**src/rtl/uart_pkg.sv**
```systemverilog
// uart_pkg: drain FSM state encoding and default FIFO depth shared by the uart_tx_fifo slice.
package uart_pkg;
  localparam int DEFAULT_DEPTH = 16;
  typedef enum logic [1:0] {
    IDLE  = 2'd0,
    START = 2'd1,
    WAIT  = 2'd2
  } state_e;
endpackage

```
**src/rtl/uart_tx_fifo_if.sv**
```systemverilog
// uart_tx_fifo_if: write side, FIFO status and transmitter handshake of uart_tx_fifo.
// ovf/ovf_clr exist only when UART_TX_FIFO_OVF_EN is defined.
interface uart_tx_fifo_if
  import uart_pkg::*;
#(parameter int DEPTH = DEFAULT_DEPTH);
  localparam int AW = $clog2(DEPTH);
  logic          wr;
  logic [7:0]    wdata;
  logic          full;
  logic          empty;
  logic [AW:0]   level;
  logic          tx_start;
  logic [7:0]    tx_data;
  logic          tx_rdy;
`ifdef UART_TX_FIFO_OVF_EN
  logic          ovf;
  logic          ovf_clr;
  modport slave (input wr, wdata, tx_rdy, ovf_clr, output full, empty, level, tx_start, tx_data, ovf);
  modport master (output wr, wdata, tx_rdy, ovf_clr, input full, empty, level, tx_start, tx_data, ovf);
`else
  modport slave (input wr, wdata, tx_rdy, output full, empty, level, tx_start, tx_data);
  modport master (output wr, wdata, tx_rdy, input full, empty, level, tx_start, tx_data);
`endif
endinterface

```
**src/rtl/uart_fifo_mem.sv**
```systemverilog
// uart_fifo_mem: simple dual-port byte array, synchronous write and combinational read.
module uart_fifo_mem #(
  parameter int DEPTH = 16,
  parameter int AW    = $clog2(DEPTH)
) (
  input  logic          clk,
  input  logic          we,
  input  logic [AW-1:0] waddr,
  input  logic [7:0]    wdata,
  input  logic [AW-1:0] raddr,
  output logic [7:0]    rdata
);
  logic [7:0] mem [DEPTH];
  always_ff @(posedge clk) begin
    if (we) mem[waddr] <= wdata;
  end
  assign rdata = mem[raddr];
endmodule

```
**src/rtl/uart_tx_fifo.sv**
```systemverilog
// uart_tx_fifo: byte FIFO draining into a UART transmitter through a one-cycle tx_start pulse.
// Define UART_TX_FIFO_OVF_EN to add the sticky ovf flag for writes dropped while full.
module uart_tx_fifo
  import uart_pkg::*;
#(
  parameter int DEPTH = DEFAULT_DEPTH,
  parameter int AW    = $clog2(DEPTH)
) (
  input  logic            clk,
  input  logic            rst,
  uart_tx_fifo_if.slave   bus
);
  logic [AW:0] wptr_q, wptr_d, rptr_q, rptr_d;
  state_e      state_q, state_d;
  logic        tx_start_q, tx_start_d;
  logic [7:0]  tx_data_q, tx_data_d, rdata;
  logic        full, empty, push, pop;
  assign full  = (wptr_q[AW] != rptr_q[AW]) && (wptr_q[AW-1:0] == rptr_q[AW-1:0]);
  assign empty = wptr_q == rptr_q;
  assign push  = bus.wr && !full;
  uart_fifo_mem #(.DEPTH(DEPTH), .AW(AW)) u_mem (
    .clk   (clk),
    .we    (push),
    .waddr (wptr_q[AW-1:0]),
    .wdata (bus.wdata),
    .raddr (rptr_q[AW-1:0]),
    .rdata (rdata)
  );
  // tx_start is only ever set on the IDLE->START edge, so it is high for the START cycle alone
  always_comb begin
    state_d    = state_q;
    tx_start_d = 1'b0;
    tx_data_d  = tx_data_q;
    pop        = 1'b0;
    case (state_q)
      IDLE: if (!empty && bus.tx_rdy) begin
        pop        = 1'b1;
        tx_data_d  = rdata;
        tx_start_d = 1'b1;
        state_d    = START;
      end
      START:   state_d = WAIT;
      WAIT:    state_d = bus.tx_rdy ? IDLE : WAIT;
      default: state_d = IDLE;
    endcase
    wptr_d = wptr_q + {{AW{1'b0}}, push};
    rptr_d = rptr_q + {{AW{1'b0}}, pop};
  end
  always_ff @(posedge clk or negedge rst) begin
    if (!rst) begin
      wptr_q     <= '0;
      rptr_q     <= '0;
      state_q    <= IDLE;
      tx_start_q <= 1'b0;
      tx_data_q  <= 8'h00;
    end else begin
      wptr_q     <= wptr_d;
      rptr_q     <= rptr_d;
      state_q    <= state_d;
      tx_start_q <= tx_start_d;
      tx_data_q  <= tx_data_d;
    end
  end
  assign bus.full     = full;
  assign bus.empty    = empty;
  assign bus.level    = wptr_q - rptr_q;
  assign bus.tx_start = tx_start_q;
  assign bus.tx_data  = tx_data_q;
`ifdef UART_TX_FIFO_OVF_EN
  logic ovf_q, ovf_d;
  assign ovf_d = (bus.wr && full) || (ovf_q && !bus.ovf_clr);
  always_ff @(posedge clk or negedge rst) begin
    if (!rst) ovf_q <= 1'b0;
    else      ovf_q <= ovf_d;
  end
  assign bus.ovf = ovf_q;
`endif
endmodule

```
**src/flat_wrapper.sv**
```systemverilog
// flat-port wrapper written by rule: the top's interface ports become plain ports
module uart_tx_fifo_flat import uart_pkg::*;
#(
  parameter int DEPTH = DEFAULT_DEPTH,
  parameter int AW    = $clog2(DEPTH)
)
  (clk, rst, bus_wr, bus_wdata, bus_tx_rdy, bus_full, bus_empty, bus_level, bus_tx_start, bus_tx_data);
  uart_tx_fifo_if #(.DEPTH(DEPTH)) bus_i ();
  input  logic clk;
  input  logic rst;
  input wire logic [$bits(bus_i.wr)-1:0] bus_wr;
  input wire logic [$bits(bus_i.wdata)-1:0] bus_wdata;
  input wire logic [$bits(bus_i.tx_rdy)-1:0] bus_tx_rdy;
  output wire logic [$bits(bus_i.full)-1:0] bus_full;
  output wire logic [$bits(bus_i.empty)-1:0] bus_empty;
  output wire logic [$bits(bus_i.level)-1:0] bus_level;
  output wire logic [$bits(bus_i.tx_start)-1:0] bus_tx_start;
  output wire logic [$bits(bus_i.tx_data)-1:0] bus_tx_data;
  assign bus_i.wr = bus_wr;
  assign bus_i.wdata = bus_wdata;
  assign bus_i.tx_rdy = bus_tx_rdy;
  assign bus_full = bus_i.full;
  assign bus_empty = bus_i.empty;
  assign bus_level = bus_i.level;
  assign bus_tx_start = bus_i.tx_start;
  assign bus_tx_data = bus_i.tx_data;
  uart_tx_fifo #(.DEPTH(DEPTH), .AW(AW)) u_core (.clk(clk), .rst(rst), .bus(bus_i));
endmodule
```
**config.mk**
```make
export PLATFORM = sky130hd
export DESIGN_NAME = uart_tx_fifo_flat
export DESIGN_NICKNAME = d
export VERILOG_FILES = /design/src/rtl/uart_pkg.sv /design/src/rtl/uart_tx_fifo_if.sv /design/src/rtl/uart_fifo_mem.sv /design/src/rtl/uart_tx_fifo.sv /design/src/flat_wrapper.sv
export SDC_FILE = /design/constraint.sdc
export NUM_CORES = 1
export LEC_CHECK = 0
export BUFFER_PORTS_ARGS = -buffer_cell sky130_fd_sc_hd__buf_2
export CAP_MARGIN = 10
export CORE_ASPECT_RATIO = 1.2
export CORE_MARGIN = 5
export CORE_UTILIZATION = 45
export DETAILED_ROUTE_END_ITERATION = 6
export PLACE_DENSITY = 0.71
export SETUP_SLACK_MARGIN = 0.02
export SLEW_MARGIN = 20
export SYNTH_ARGS = -nofsm -noshare
export SYNTH_HDL_FRONTEND = slang
export SYNTH_SLANG_ARGS = --single-unit
```
**constraint.sdc**
```tcl
create_clock -name clk -period 6.6 [get_ports clk]
set_input_delay 1.32 -clock clk [delete_from_list [all_inputs] [get_ports clk]]
set_output_delay 1.32 -clock clk [all_outputs]
set_load 0.01 [all_outputs]
```
==> impl_metrics.csv <==
group,metric,value,unit
grt,antenna_found_initial,0,
cells_and_area,multi_input_area,1483,µm²
drt,final_antenna_net_count,0,
die,dieArea,15620,µm²
synthesis,synth_xor_area_frac,0.01620,
sta,post-route-min-period,4.162,ns
sta,rsz0062_at_grt,"no",
clock_network,clock_latency,0.42,ns
sta,finalHoldViolCount,0,
min_path,holdPathStages,1,
die,core-area,13120,µm²
synthesis,synth_top_cell_by_area,"edfxtp_1",
placed_design,dp_cells,479,
clock_network,h-tree-depth,4,
grt,grt_pass1_wl,17750,µm
synthesis,synthMuxAreaShare,0.1786,
critical_path,critPathBufInv,2,
drt,vias,2823,
min_path,hp-class,"reg2reg",
clock_network,cts_tree,"yes",
clock_network,cts_buffers,17,
drt,avgViaCountPerCell,5.524,
min_path,hold_end,"u_core.bus.tx_data[5]",
sta,finalClockSkew,0.006359,ns
clock_network,clockBufferDepth,2,
cells_and_area,nets,351,
cells_and_area,area_growth,14.87,%
die,ios,28,
sta,slew_viol_final,0,
sta,tightest_slew,0.9356,ns
synthesis,netlist_area,5947,µm²
grt,grt_overflow,0,
die,start_util,0.4532,
clock_network,cts_sinks,149,
critical_path,start_kind,"flop",
die,rows,46,
synthesis,synthSimpleGateAreaFrac,0.02924,
critical_path,timing.critical_path.max_delay_family,"flip-flops",
power_and_ir_drop,powerDensity,467.1,nW/µm²
sta,period_share,0.6305,
synthesis,yosysSeqAreaShare,0.7347,
critical_path,cp_max_fo,19,
critical_path,reg2reg_to,"u_core.u_mem.mem[9][5]",
critical_path,rr_worst_depth,6,
cells_and_area,drive_above_1_share,0.3207,
die,die_w,114.9,µm
grt,grt_usage,0.1596,
placed_design,port_buffers,27,
sta,holdWs,0.4993,ns
cells_and_area,n_antenna_cell,0,
synthesis,synth_cell_types,26,
cells_and_area,final_common_cell,"edfxtp_1",
critical_path,r2r_setup_slack,3.08,ns
power_and_ir_drop,p_total,3.191,mW
critical_path,worstPathRequired,5.28,ns
critical_path,cp_slowest_stage_delay,0.91,ns
sta,setup_viol,0,
sta,tns,0,ns
clock_network,holdBufCountCts,0,
clock_network,post-cts-setup-buffer-count,0,
synthesis,synth_top_family_by_area,"multiplexers",
cells_and_area,final_area,6832,µm²
cells_and_area,postLayoutCoreUtil,0.5206,
cells_and_area,layout_common_cells,"edfxtp_1, mux4_2, buf_2",
synthesis,syn-num-nets,311,
synthesis,synth_area_per_cell,20.51,µm²
critical_path,cp-end-kind,"primary output",
clock_network,cts_resized,0,
drt,drtPass1Iterations,5,
placed_design,placed_cell_area,6262,µm²
placed_design,dp_hpwl,7582,µm
synthesis,synth_compound_area_frac,0.005049,
cells_and_area,final_cells,511,
clock_network,root_buffer,"clkbuf_16",
synthesis,netlist_instances,290,
synthesis,ys_top_cells_by_area,"edfxtp_1, mux4_2, dfrtp_1, mux2i_1, mux2_2",
critical_path,crit_chain,"inv_2, fa_1, a21o_1, a21oi_1, xnor2_1, buf_2",
clock_network,path_clk_slew,0.06,ns
run_status,status,"complete, no violations",
critical_path,cp-startpoint,"u_core.rptr_q[1]",
synthesis,synth_warnings,0,
placed_design,dpl_worst_slack,2.909,ns
synthesis,synth_top_area_share,0.6463,
placed_design,gp_congestion,0.8048,
critical_path,path_class,"reg2out",
critical_path,slowest_stage,"dfrtp_1",
grt,grt_max_degree,35,
flow_run,cap_viol_max_count,0,
critical_path,arrival,2.84,ns
synthesis,synth_fa_ha_area_frac,0.02020,
grt,grt_pass1_vias,3000,
sta,fmax,0.2403,GHz
critical_path,r2r_start,"u_core.rptr_q[2]",
sta,fin_ws,2.438,ns
power_and_ir_drop,p_leak,2.409,nW
min_path,min-delay-start,"u_core.bus.tx_data[5]",
drt,drtIter0Drc,305,
sta,max-slew-margin-rel,0.3763,
drt,wl,11460,µm
die,die_y,135.9,µm
cells_and_area,ff_latch_area,4370,µm²
drt,wl_per_cell,22.42,µm
synthesis,ys_ff_latch,149,
cells_and_area,nFillCells,1026,
power_and_ir_drop,ir_drop,344.5,µV
drt,drc,0,
-- area by class of cell --
type,instances,share of cell area
clock buffers,17,0.06227
inverters,7,0.003846
repair buffers,32,0.02527
clock inverters,15,0.02106
flip-flops and latches,149,0.6397
multi-input cells,123,0.2170
well taps,168,0.03077
-- metal layers --
metal | global-route usage | routed length (µm)
met2 | 0.2687 | 6053
met1 | 0.1961 | 4520
met5 | 0 | 0
met3 | 0.04809 | 634
met4 | 0.05479 | 246
-- cells in the mapped netlist --
cell type  instances
edfxtp_1         128
mux4_2            32
mux2i_1           24
dfrtp_1           21
nor2_1            15
mux2_2             9
ha_1               8
xnor2_1            7
nand3_1            6
buf_2              4
clkbuf_1           4
inv_1              4
nor3_1             4
xor2_1             4
buf_6              3
inv_2              3
a21o_1             2
a21oi_1            2
nand2b_1           2
or3_1              2
fa_1               1
nand2_1            1
nand4_1            1
nor4b_1            1
nor4b_4            1
o21ai_0            1
-- power breakdown --
group	internal (mW)	switching, mW
sequential	1.17	0.136
combinational	0.470	0.500
clock	0.526	0.387
-- worst max-delay path by stage --
stage,to,cells past startpoint
finish,bus_level[4],6
CTS,bus_level[4],6
detailed placement,bus_empty,5
global route,bus_level[4],6
global placement,bus_level[4],6
floorplan,bus_level[4],7
-- kinds of logic after synthesis --
kind of cell               count (synthesis)
adders and majority gates                  9
DFF                                      149
buffers and inverters                     18
muxes                                     65
and+or+nand+nor                           33
xor gates and xnor gates                  11
AOI/OAI and AO/OA                          5
-- flip-flops by register name (all words and copies together), names as in the netlist --
name,cells
u_core.state_q,2
u_core.wptr_q,5
u_core.bus.tx_start,1
u_core.u_mem.mem,128
u_core.bus.tx_data,8
u_core.rptr_q,5
Note: power is estimated with default switching activity, not from simulation.
